===== src/rtl/addrreg_sequencer_if.sv =====
// Command handshake and register-control bus between the control unit and the
// address register sequencer.
interface addrreg_sequencer_if;
  logic        cmd_valid;
  logic        cmd_ready;
  logic [1:0]  cmd_op;
  logic [15:0] cmd_data;
  logic        busy;
  logic        done;
  logic [15:0] LOAD_DATA;
  logic        LOAD_bar;
  logic [1:0]  DIRECTION;
  logic        CNT_CLK;
  logic        ASSERT_bar;
  logic [15:0] shadow_addr;

  modport master (
    output cmd_valid, cmd_op, cmd_data,
    input  cmd_ready, busy, done, LOAD_DATA, LOAD_bar, DIRECTION,
           CNT_CLK, ASSERT_bar, shadow_addr
  );

  modport slave (
    input  cmd_valid, cmd_op, cmd_data,
    output cmd_ready, busy, done, LOAD_DATA, LOAD_bar, DIRECTION,
           CNT_CLK, ASSERT_bar, shadow_addr
  );
endinterface


===== src/rtl/addrreg_sequencer.sv =====
// Sequences LOAD/INC/DEC/ASSERT commands into framed strobes for one 16-bit
// address register and tracks the value the register should now hold.
module addrreg_sequencer #(
  parameter int unsigned LOAD_CYCLES = 2
) (
  input  logic                 CLK,
  input  logic                 RST,
  addrreg_sequencer_if.slave   bus
);

  typedef enum logic [2:0] {
    S_IDLE, S_LOAD, S_SETUP, S_PULSE, S_HOLD, S_ASSERT, S_DONE
  } state_t;

  localparam logic [1:0] OP_LOAD   = 2'd0;
  localparam logic [1:0] OP_INC    = 2'd1;
  localparam logic [1:0] OP_DEC    = 2'd2;
  localparam logic [1:0] OP_ASSERT = 2'd3;

  localparam logic [1:0] DIR_NONE = 2'd0;
  localparam logic [1:0] DIR_UP   = 2'd1;
  localparam logic [1:0] DIR_DOWN = 2'd2;

  state_t      state;
  logic [15:0] remaining;

  // Ready is only a decode of the state register, gated off while reset is held.
  assign bus.cmd_ready = (state == S_IDLE) && !RST;
  assign bus.busy      = (state != S_IDLE);

  always_ff @(posedge CLK) begin
    if (RST) begin
      state           <= S_IDLE;
      remaining       <= '0;
      bus.done        <= 1'b0;
      bus.LOAD_DATA   <= '0;
      bus.LOAD_bar    <= 1'b1;
      bus.DIRECTION   <= DIR_NONE;
      bus.CNT_CLK     <= 1'b1;
      bus.ASSERT_bar  <= 1'b1;
      bus.shadow_addr <= '0;
    end else begin
      bus.done <= 1'b0;
      case (state)
        S_IDLE: begin
          if (bus.cmd_valid) begin
            case (bus.cmd_op)
              OP_LOAD: begin
                bus.LOAD_DATA <= bus.cmd_data;
                bus.LOAD_bar  <= 1'b0;
                remaining     <= 16'(LOAD_CYCLES - 1);
                state         <= S_LOAD;
              end
              OP_INC, OP_DEC: begin
                if (bus.cmd_data == 16'd0) begin
                  bus.done <= 1'b1;
                  state    <= S_DONE;
                end else begin
                  bus.DIRECTION <= (bus.cmd_op == OP_INC) ? DIR_UP : DIR_DOWN;
                  remaining     <= bus.cmd_data;
                  state         <= S_SETUP;
                end
              end
              default: begin
                if (bus.cmd_data == 16'd0) begin
                  bus.done <= 1'b1;
                  state    <= S_DONE;
                end else begin
                  bus.ASSERT_bar <= 1'b0;
                  remaining      <= bus.cmd_data - 16'd1;
                  state          <= S_ASSERT;
                end
              end
            endcase
          end
        end

        S_LOAD: begin
          if (remaining == 16'd0) begin
            bus.LOAD_bar    <= 1'b1;
            bus.shadow_addr <= bus.LOAD_DATA;
            bus.done        <= 1'b1;
            state           <= S_DONE;
          end else begin
            remaining <= remaining - 16'd1;
          end
        end

        S_SETUP: begin
          bus.CNT_CLK <= 1'b0;
          state       <= S_PULSE;
        end

        // The counted edge happens here, so the shadow copy follows it.
        S_PULSE: begin
          bus.CNT_CLK <= 1'b1;
          remaining   <= remaining - 16'd1;
          if (bus.DIRECTION == DIR_UP)
            bus.shadow_addr <= bus.shadow_addr + 16'd1;
          else
            bus.shadow_addr <= bus.shadow_addr - 16'd1;
          state <= S_HOLD;
        end

        S_HOLD: begin
          if (remaining == 16'd0) begin
            bus.DIRECTION <= DIR_NONE;
            bus.done      <= 1'b1;
            state         <= S_DONE;
          end else begin
            state <= S_SETUP;
          end
        end

        S_ASSERT: begin
          if (remaining == 16'd0) begin
            bus.ASSERT_bar <= 1'b1;
            bus.done       <= 1'b1;
            state          <= S_DONE;
          end else begin
            remaining <= remaining - 16'd1;
          end
        end

        S_DONE: begin
          state <= S_IDLE;
        end

        default: begin
          state <= S_IDLE;
        end
      endcase
    end
  end

endmodule


===== src/flat_wrapper.sv =====
// flat-port wrapper written by rule: the top's interface ports become plain ports
module addrreg_sequencer_flat 
#(
  parameter int unsigned LOAD_CYCLES = 2
)
  (CLK, RST, bus_cmd_valid, bus_cmd_op, bus_cmd_data, bus_cmd_ready, bus_busy, bus_done, bus_LOAD_DATA, bus_LOAD_bar, bus_DIRECTION, bus_CNT_CLK, bus_ASSERT_bar, bus_shadow_addr);
  addrreg_sequencer_if bus_i ();
  input  logic CLK;
  input  logic RST;
  input wire logic [$bits(bus_i.cmd_valid)-1:0] bus_cmd_valid;
  input wire logic [$bits(bus_i.cmd_op)-1:0] bus_cmd_op;
  input wire logic [$bits(bus_i.cmd_data)-1:0] bus_cmd_data;
  output wire logic [$bits(bus_i.cmd_ready)-1:0] bus_cmd_ready;
  output wire logic [$bits(bus_i.busy)-1:0] bus_busy;
  output wire logic [$bits(bus_i.done)-1:0] bus_done;
  output wire logic [$bits(bus_i.LOAD_DATA)-1:0] bus_LOAD_DATA;
  output wire logic [$bits(bus_i.LOAD_bar)-1:0] bus_LOAD_bar;
  output wire logic [$bits(bus_i.DIRECTION)-1:0] bus_DIRECTION;
  output wire logic [$bits(bus_i.CNT_CLK)-1:0] bus_CNT_CLK;
  output wire logic [$bits(bus_i.ASSERT_bar)-1:0] bus_ASSERT_bar;
  output wire logic [$bits(bus_i.shadow_addr)-1:0] bus_shadow_addr;
  assign bus_i.cmd_valid = bus_cmd_valid;
  assign bus_i.cmd_op = bus_cmd_op;
  assign bus_i.cmd_data = bus_cmd_data;
  assign bus_cmd_ready = bus_i.cmd_ready;
  assign bus_busy = bus_i.busy;
  assign bus_done = bus_i.done;
  assign bus_LOAD_DATA = bus_i.LOAD_DATA;
  assign bus_LOAD_bar = bus_i.LOAD_bar;
  assign bus_DIRECTION = bus_i.DIRECTION;
  assign bus_CNT_CLK = bus_i.CNT_CLK;
  assign bus_ASSERT_bar = bus_i.ASSERT_bar;
  assign bus_shadow_addr = bus_i.shadow_addr;
  addrreg_sequencer #(.LOAD_CYCLES(LOAD_CYCLES)) u_core (.CLK(CLK), .RST(RST), .bus(bus_i));
endmodule

===== config.mk =====
export PLATFORM = sky130hd
export DESIGN_NAME = addrreg_sequencer_flat
export DESIGN_NICKNAME = d
export VERILOG_FILES = /design/src/rtl/addrreg_sequencer_if.sv /design/src/rtl/addrreg_sequencer.sv /design/src/flat_wrapper.sv
export SDC_FILE = /design/constraint.sdc
export NUM_CORES = 1
export LEC_CHECK = 0
export BUFFER_PORTS_ARGS = -buffer_cell sky130_fd_sc_hd__buf_4
export CORE_MARGIN = 4
export CORE_UTILIZATION = 59
export DETAILED_ROUTE_END_ITERATION = 6
export GPL_ROUTABILITY_DRIVEN = 0
export GPL_TIMING_DRIVEN = 1
export PLACE_DENSITY = 0.78
export SETUP_SLACK_MARGIN = 0.4
export SLEW_MARGIN = 10
export SYNTH_ARGS = -nofsm -noshare
export SYNTH_HDL_FRONTEND = slang
export SYNTH_SLANG_ARGS = --single-unit

===== constraint.sdc =====
create_clock -name CLK -period 4.2 [get_ports CLK]
set_clock_uncertainty 0.05 [all_clocks]
set_input_delay 0.63 -clock CLK [delete_from_list [all_inputs] [get_ports CLK]]
set_output_delay 0.63 -clock CLK [all_outputs]
set_load 0.05 [all_outputs]

; Word level (Yosys, flattened, before mapping)
; Cells that the tools add are included.
[op_classes]
add_sub_neg = 4
n_eq_ne = 20
mux = 36
reduce_logical = 24
[op_table]
columns = operator, n
row1 = 2-to-1 mux 16 bit, 6
row2 = one-hot mux 16 bit (2 select lines), 2
row3 = one-hot mux 16 bit (3 select lines), 1
row4 = subtractor 16 x 1 -> 16 bit (second input constant), 3
row5 = logical NOT 16 bit, 2
row6 = adder 16 x 1 -> 16 bit (second input constant), 1
row7 = one-hot mux 3 bit (5 select lines), 1
row8 = AND reduction 5 bit, 3
row9 = 2-to-1 mux 2 bit, 6
row10 = 2-to-1 mux 3 bit, 4
row11 = inequality test 2 bit (second input constant), 6
row12 = 2-to-1 mux 1 bit, 10
row13 = nonzero test 2 bit, 5
row14 = inequality test 2 x 1 -> 1 bit (second input constant), 4
row15 = one-hot mux 1 bit (2 select lines), 4
row16 = == test 3 x 2 -> 1 bit (second input constant), 2
row17 = == test 3 bit (second input constant), 2
row18 = inequality test 3 bit (second input constant), 2
row19 = one-hot mux 3 bit (2 select lines), 1
row20 = nonzero test 3 bit, 2
row21 = OR reduction 3 bit, 2
row22 = == test 2 x 1 -> 1 bit (second input constant), 2
row23 = one-hot mux 2 bit (2 select lines), 1
row24 = AND reduction 2 bit, 2
row25 = other kinds (9), 10
[word_totals]
reg_bits = 57
in_bits = 21
output_inout_bits = 40
elab_cells = 93

; Logic depth before layout (Yosys ltp)
; Gate-level depths: netlist of run 1.
[depth]
word_depth = 6
mapped_depth = 10

; Worst setup path before layout of run 1
; OpenSTA, ideal clock, no wires.
[synth_path]
path_kind = input to register
startpoint = input port bus_cmd_op[0]
endpoint = register u_core.remaining[9]
arrival_time_ps = 2723
setup_slack_ps = 1361
cell_stages = 7
path_buffers = 0
path_cell_list = ha_1 or4b_4 or4_4 or4_1 or3_1 a31o_1 a21oi_2
[synth_via]
elab_chain_cells = 5
[synth_rtl]
columns = element, line
row1 = start: declaration, flat_wrapper.sv:11  ; input wire logic [$bits(bus_i.cmd_op)-1:0] bus_cmd_op;
row2 = == test 2 bit or == test 2 x 1 -> 1 bit (tied branches), addrreg_sequencer.sv:47  ; case (bus.cmd_op)
row3 = OR reduction 2 bit, --
row4 = one-hot mux 16 bit (2 select lines), addrreg_sequencer.sv:47
row5 = 2-to-1 mux 16 bit, addrreg_sequencer.sv:46  ; if (bus.cmd_valid) begin
row6 = one-hot mux 16 bit (3 select lines), addrreg_sequencer.sv:44  ; case (state)
row7 = end signal: assignment, addrreg_sequencer.sv:51  ; remaining <= 16'(LOAD_CYCLES - 1);
row8 = end signal: assignment, addrreg_sequencer.sv:60  ; remaining <= bus.cmd_data;
row9 = end signal: assignment, addrreg_sequencer.sv:70  ; remaining <= bus.cmd_data - 16'd1;
row10 = end: declaration, addrreg_sequencer.sv:25  ; logic [15:0] remaining;
; Several ways; a longest one is shown, not always the timed one. The select of a mux whose other input is x is not followed.
; A chain may end at the register's enable or synchronous reset.

; Final worst setup path of run 1
; Same ends and word-level chain as after synthesis.

==> metrics.csv, run 1 <==
stage,metric,value,unit
status,outcome,finished clean,
sta,setup_violations,0,
place,portBuffers,60,
global_route,grt_util_all_layers,27.7,%
worst_hold_path,hp-class,flip-flop to flip-flop,
clock_tree,cts_tree,done,
pwr,vdd_drop_max,0.000593,V
synthesis,synthDistinctLibCells,55,
cells_and_area,antenna_cells,0,
synthesis,synthArstFlopShare,0,%
pwr,internal-power,1.79,mW
route,wl,11200,µm
route,ant_nets,0,
synthesis,synth_top_area_share,28.8,%
worst_setup_path,end_kind,flip-flop,
cells_and_area,drive_above_1_share,14.6,%
global_route,grt_max_degree,53,
pwr,pwr-share-comb,63.2,%
clock_tree,insertion_delay,340,ps
cells_and_area,layout.nets,627,
synthesis,ys_seq_area_share,28.8,%
pwr,cellLeakagePower,1.86,nW
synthesis,synth.most_common_cell,nand2_1,
clock_tree,clk_path_buf_depth,2,
synthesis,synth_flop_cell,dfxtp_1,
worst_hold_path,hold_end,u_core.bus.DIRECTION[0]$_SDFFE_PP0P_,
pwr,clkPwrFrac,13.7,%
worst_setup_path,r2r_slack,1340,ps
sta,rsz0062_at_grt,no,
global_route,grt_pass1_wl,18800,µm
synthesis,ys_ff_latch,57,
worst_setup_path,crit_type,input pin to flip-flop,
clock_tree,cts_buffers,9,
place,dpl_cell_area,4390,µm²
synthesis,synth_edf_count,0,
sta,worst_slew_pin_slew,1000,ps
synthesis,synthTopCellsByArea,"dfxtp_1 29%, a21oi_1 8.1%, nand2_1 7.8%, ha_1 6.6%, nor2_1 4.6%",
sta,hold_viol,0,
synthesis,synth_area_leader_cell,dfxtp_1,
worst_hold_path,min_from,u_core.bus.DIRECTION[0]$_SDFFE_PP0P_,
clock_tree,hold_buffers,0,
floorplan,start_util,61.6,%
floorplan,die-height,89.9,µm
cells_and_area,num-fill-cells,576,
worst_hold_path,worstHoldPathCells,2,
clock_tree,cts_resized,0,
worst_setup_path,r2r_start,u_core.bus.DIRECTION[1]$_SDFFE_PP0P_,
clock_tree,cts_root_buf,clkbuf_8,
sta,min_period,3040,ps
floorplan,io_pins,61,
synthesis,yosysWarnings,0,
synthesis,netlist_instances,544,
sta,tns,0,ps
run,cap_violations,0,
synthesis,synth_area,3960,µm²
route,viasPerCell,6.31,
worst_setup_path,path_max_fanout,12,
worst_setup_path,worstSetupStartpointType,input pin,
global_route,antenna_found_initial,0,
place,hpwl,8050,µm
pwr,power_switching,1.91,mW
route,drtIter0Drc,277,
clock_tree,cts.sinks,57,
synthesis,syn_avg_cell_area,7.27,µm²
synthesis,yosys-top-cells-count,"82 x nand2_1, 64 x a21oi_1, 57 x dfxtp_1",
clock_tree,post_cts_buffers,0,
worst_setup_path,ff2ff_path_depth,8,
cells_and_area,postLayoutCellArea,4580,µm²
worst_setup_path,r2r_end,u_core.bus.shadow_addr[11]$_SDFFE_PP0P_,
route,via_count,4201,
route,drcViolationCount,0,
floorplan,core-area,6420,µm²
route,wl_per_cell,16.9,µm
floorplan,fp.dieW,89.9,µm
pwr,power_density,808,nW/µm²
cells_and_area,syn2layout_area_growth,15.9,%
floorplan,rows,29,
worst_setup_path,cp.arrival,3250,ps
pwr,seq_power_share,23.1,%
sta,drv_slew,0,
pwr,sw_frac_of_total,51.6,%
sta,max_freq,329,MHz
sta,slew_headroom,33.2,%
floorplan,dieArea,8080,µm²
sta,period_share,72.3,%
global_route,grt_pass1_vias,3903,
clock_tree,clkSlewWorstSetupHoldPaths,60,ps
clock_tree,htree_levels,3,
synthesis,synth_nets,587,
route,firstDrtPassIters,6,
global_route,grt.overflow.total,0,
worst_setup_path,crit_required,4410,ps
==> sequential cells by signal, summed over array words and instances, names as in the netlist <==
register                flops
u_core.bus.shadow_addr     16
u_core.bus.LOAD_DATA       16
u_core.bus.CNT_CLK          1
u_core.remaining           16
u_core.bus.LOAD_bar         1
u_core.bus.done             1
u_core.state                3
u_core.bus.ASSERT_bar       1
u_core.bus.DIRECTION        2
==> layout by cell type (no fill, tap or decap), types with 3 or more instances in the layout <==
master      n
a31oi_1     4
nand3_1    18
or3_1       5
xor2_1      3
nor3_1     24
or4_1       6
nand2b_1   10
xnor2_1    10
buf_4      62
nand2_1    82
nor2_1     48
nor4_1      6
clkbuf_8   13
o211ai_1   11
a21o_1      6
nand4_1     6
mux2i_1    14
inv_1      17
a21oi_1    64
o21ai_0    31
o2111ai_1   3
a211oi_1   12
dfxtp_1    57
o22ai_1     6
and3_1      7
o311ai_0    4
or2_2       3
o21a_1      4
ha_1       21
==> stage by stage <==
stage / utilization [%] / power, mW / worst slack (ps) / hold slack (ps) / instances
4_1_cts: 71.4 / 3.66 / 1190 / 421 / 666
2_1_floorplan: - / 2.62 / 1360 / 404 / 544
6_report: 71.4 / 3.70 / 1160 / 423 / 666
3_3_place_gp: 68.4 / 3.10 / 949 / 413 / 650
3_5_place_dp: 68.4 / 3.15 / 852 / 413 / 650
5_1_grt: 71.4 / 3.97 / 1070 / 442 / 666
==> worst max-delay path by stage <==
stage	start	end	slack (ps)	cells past startpoint
6_report	bus_cmd_op[0]	u_core.remaining[9]$_SDFFE_PP0P_	1160	8
5_1_grt	bus_cmd_op[0]	u_core.remaining[9]$_SDFFE_PP0P_	1070	8
4_1_cts	bus_cmd_op[0]	u_core.remaining[9]$_SDFFE_PP0P_	1190	8
3_5_place_dp	bus_cmd_op[0]	u_core.remaining[9]$_SDFFE_PP0P_	850	8
3_3_place_gp	bus_cmd_op[0]	u_core.remaining[9]$_SDFFE_PP0P_	950	8
2_1_floorplan	bus_cmd_op[0]	u_core.remaining[9]$_SDFFE_PP0P_	1360	7
==> power groups by stage <==
| stage | clock (mW) | combinational, mW | sequential (mW) |
|---|---|---|---|
| detailed placement | 0 | 2.29 | 0.860 |
| global route | 0.539 | 2.56 | 0.877 |
| finish | 0.508 | 2.34 | 0.856 |
| global placement | 0 | 2.24 | 0.856 |
| floorplan | 0 | 1.62 | 1.01 |
| CTS | 0.514 | 2.30 | 0.848 |
==> layer usage <==
layer	GRT usage (%)	vias to the layer above	share of wire [%]	wire length, µm
met5	0	-	0	0
met4	7.27	0	1.3	148
met3	5.59	19	6.0	678
met2	47.2	161	50	5590
met1	35.9	1960	43	4810
li1	-	2061	-	-
==> worst max-delay path, stage by stage <==
cell and delay [ps]:
buf_4 90, ha_1 400, or4b_4 550, or4_4 460
or4_1 430, or3_1 330, a31o_1 240, a21oi_2 110
==> cell families (layout without fill, tap and decap cells) <==
family | after synthesis | in the layout | synth area share [%]
muxes | 16 | 16 | 4.11
xor gates and xnor gates | 13 | 13 | 2.88
adders and majority gates | 22 | 22 | 7.15
DFF | 57 | 57 | 28.8
AOI/OAI and AO/OA | 162 | 162 | 25.3
and+or+nand+nor | 224 | 224 | 26.9
buffers and inverters | 50 | 95 | 4.84
==> area by class of cell <==
type / instances / area [µm²] / share of cell area, %
multi-input cells: 437 / 2620 / 57.2
clock inverters: 1 / 7.51 / 0.164
repair buffers: 62 / 465 / 10.2
clock buffers: 15 / 186 / 4.07
well taps: 77 / 96.3 / 2.10
inverters: 17 / 63.8 / 1.39
flip-flops and latches: 57 / 1140 / 24.9
Power figures use the tool's default switching activity.
==> run 2: changes to the inputs <==
- ABC_AREA: not set -> 1
- PLACE_DENSITY: 0.78 -> 0.77
- clock period: 4.2 -> 3.15 ns (I/O delays scaled with it)
==> metrics.csv, run 2 <==
stage,metric,value,unit,change
clock_tree,insertion_delay,330,ps,about the same
sta,min_period,2350,ps,
sta,hold_viol,0,,unchanged
clock_tree,htree_levels,3,,unchanged
synthesis,synth_flop_cell,dfxtp_1,,
global_route,antenna_found_initial,0,,unchanged
pwr,cellLeakagePower,2.70,nW,+46%
sta,hold_ws,410,ps,-12.6 ps
sta,rsz0062_at_grt,no,,
worst_setup_path,crit_chain,nand2_2 -> ha_1 -> or2_2 -> nand3b_1 -> nand2_1 -> or2_2 -> nand3_1 -> nand3_1 -> nand2_1 -> nor2_1,,
worst_setup_path,cp.depth,10,,+2
place,portBuffers,60,,unchanged
synthesis,synth_top_area_share,24.5,%,-4.3 points
sta,setup_violations,0,,unchanged
cells_and_area,most-common-layout-cells,"216 x nand2_1, 103 x inv_1, 89 x nor2_1",,
floorplan,start_util,60.5,%,-1.1 points
synthesis,ys_seq_area_share,24.5,%,-4.3 points
worst_setup_path,crit_required,3330,ps,-1080 ps
floorplan,rows,32,,+10%
sta,worst_slew_pin_slew,915,ps,-85.5 ps
cells_and_area,layout.nets,864,,+38%
cells_and_area,syn2layout_area_growth,14.0,%,
cells_and_area,drive_above_1_share,16.8,%,+2.2 points
worst_setup_path,crit_family,simple AND/OR/NAND/NOR gates,,
place,dpl_cell_area,5110,µm²,+16%
synthesis,synthDistinctLibCells,41,,-25%
synthesis,synth_area,4650,µm²,+18%
sta,slew_headroom,38.9,%,+5.7 points
place,hpwl,9500,µm,+18%
clock_tree,cts_buffers,9,,unchanged
status,outcome,finished clean,,
pwr,power_density,986,nW/µm²,+22%
floorplan,die-height,96.8,µm,+7.7%
worst_setup_path,critical_path.max_stage_delay,440,ps,-110 ps
worst_setup_path,critPathSlowestCell,ha_1,,
worst_setup_path,ff2ff_path_depth,10,,+2
global_route,grt_max_degree,31,,-42%
cells_and_area,regArea,1140,µm²,unchanged
sta,drv_slew,0,,unchanged
sta,max_freq,425,MHz,
cells_and_area,num-fill-cells,742,,+29%
clock_tree,clkSlewWorstSetupHoldPaths,60,ps,about the same
floorplan,fp.dieW,96.8,µm,+7.7%
synthesis,synthArstFlopShare,0,%,unchanged
worst_setup_path,critPathLaunch,u_core.bus.DIRECTION[0]$_SDFFE_PP0P_,,
clock_tree,cts.sinks,57,,unchanged
sta,fin_ws,796,ps,-369 ps
synthesis,ys_ff_latch,57,,unchanged
synthesis,syn_avg_cell_area,6.06,µm²,-17%
synthesis,synth_area_leader_cell,dfxtp_1,,
cells_and_area,postLayoutCellArea,5300,µm²,+16%
global_route,grt.overflow.total,0,,unchanged
clock_tree,cts_root_buf,clkbuf_8,,
route,ant_nets,0,,unchanged
worst_setup_path,r2r_end,u_core.bus.shadow_addr[5]$_SDFFE_PP0P_,,
route,drcViolationCount,0,,unchanged
worst_setup_path,crit_type,flip-flop to flip-flop,,
route,wl,12600,µm,+12%
route,firstDrtPassIters,5,,-1
global_route,grt_pass1_vias,4398,,+13%
worst_setup_path,worstSetupStartpointType,flip-flop,,
clock_tree,post_cts_buffers,0,,unchanged
pwr,total_power,5.23,mW,+41%
clock_tree,cts_tree,done,,
place,dp_worst_setup_slack,552,ps,-300 ps
route,viasPerCell,5.40,,-14%
cells_and_area,largestRegisters,"u_core.bus.LOAD_DATA x16, u_core.bus.shadow_addr x16, u_core.remaining x16",,
cells_and_area,layout_commonest_cell,nand2_1,,
worst_setup_path,endpoint,u_core.bus.shadow_addr[5]$_SDFFE_PP0P_,,
synthesis,yosys-top-cells-count,"217 x nand2_1, 103 x inv_1, 89 x nor2_1",,
route,drtIter0Drc,365,,+32%
route,wl_per_cell,13.5,µm,-20%
worst_hold_path,hp-class,flip-flop to flip-flop,,
run,cap_violations,0,,unchanged
cells_and_area,antenna_cells,0,,unchanged
worst_setup_path,r2r_start,u_core.bus.DIRECTION[0]$_SDFFE_PP0P_,,
global_route,grt_util_all_layers,26.3,%,-1.4 points
sta,tns,0,ps,unchanged
synthesis,netlist_instances,767,,+41%
worst_setup_path,r2r_slack,800,ps,-540 ps
synthesis,yosysWarnings,0,,unchanged
floorplan,core-area,7690,µm²,+20%
synthesis,synth_edf_count,0,,unchanged
route,via_count,5011,,+19%
synthesis,synth_nets,810,,+38%
worst_setup_path,end_kind,flip-flop,,
worst_setup_path,path_max_fanout,18,,+6
global_route,grt_pass1_wl,20900,µm,+11%
floorplan,io_pins,61,,unchanged
synthesis,synth.most_common_cell,nand2_1,,
synthesis,synthTopCellsByArea,"dfxtp_1 25%, nand2_1 18%, nand3_1 8.6%, inv_1 8.3%, nor2_1 7.2%",,
cells_and_area,multi_input_area,2950,µm²,+12%
worst_setup_path,path_buf_inv,0,,-1
pwr,vdd_drop_max,0.000569,V,-4.0%
clock_tree,clk_path_buf_depth,2,,unchanged
floorplan,dieArea,9370,µm²,+16%
worst_setup_path,cp.arrival,2530,ps,-720 ps
sta,period_share,74.7,%,
-- run 2: kinds of logic after synthesis --
family	count (synthesis)	share of synthesized area [%]
and+or+nand+nor	447	43.5
AOI/OAI and AO/OA	101	12.3
DFF	57	24.5
xor gates and xnor gates	8	1.51
buffers and inverters	132	12.1
adders and majority gates	22	6.08
-- run 2: worst min-delay path, delay by kind of cell, from the launching register on --
kind             cells  cell delay [ps]
flip-flops           1              330
AND/OR/NAND/NOR      2              100
-- run 2: worst min-delay path by stage --
stage	cells past startpoint	from	endpoint
finish	2	u_core.bus.CNT_CLK$_SDFFE_PP1P_	u_core.bus.CNT_CLK$_SDFFE_PP1P_
global route	3	bus_cmd_data[6]	u_core.bus.LOAD_DATA[6]$_SDFFE_PP0P_
CTS	2	u_core.bus.CNT_CLK$_SDFFE_PP1P_	u_core.bus.CNT_CLK$_SDFFE_PP1P_
detailed placement	2	u_core.bus.CNT_CLK$_SDFFE_PP1P_	u_core.bus.CNT_CLK$_SDFFE_PP1P_
global placement	2	u_core.bus.CNT_CLK$_SDFFE_PP1P_	u_core.bus.CNT_CLK$_SDFFE_PP1P_
floorplan	2	u_core.remaining[0]$_SDFFE_PP0P_	u_core.remaining[0]$_SDFFE_PP0P_
-- run 2: report_power, final --
part,internal (mW),total (mW),switching [mW]
Combinational,1.11,3.45,2.33
Sequential,0.908,1.10,0.192
Clock,0.386,0.681,0.295
-- run 2: cell type report --
cell class                      instances  area share, %
Multi-Input combinational cell        578           55.6
Sequential cell                        57           21.5
Timing Repair Buffer                   62           8.78
Inverter                              113           8.09
Clock buffer                           13           2.81
Tap cell                              102           2.41
Clock inverter                          3          0.755
-- run 2: through the flow --
stage               cells  util, %
finish                928     69.0
global route          928     69.0
CTS                   928     68.9
detailed placement    912     66.5
global placement      912     66.5
floorplan             767        -
-- run 2: repair_timing --
action,4_1_cts,5_1_grt
gates resized for setup,0,1
setup endpoints to repair,0,1
hold buffers,0,0
-- run 2: metal layers --
layer  track usage (%)  vias to the layer above  share of wire [%]
met2              40.6                      166                 45
met5                 0                        -                  0
li1                  -                     2536                  -
met3              4.04                       23                7.0
met1              37.8                     2286                 46
met4              7.88                        0                1.7
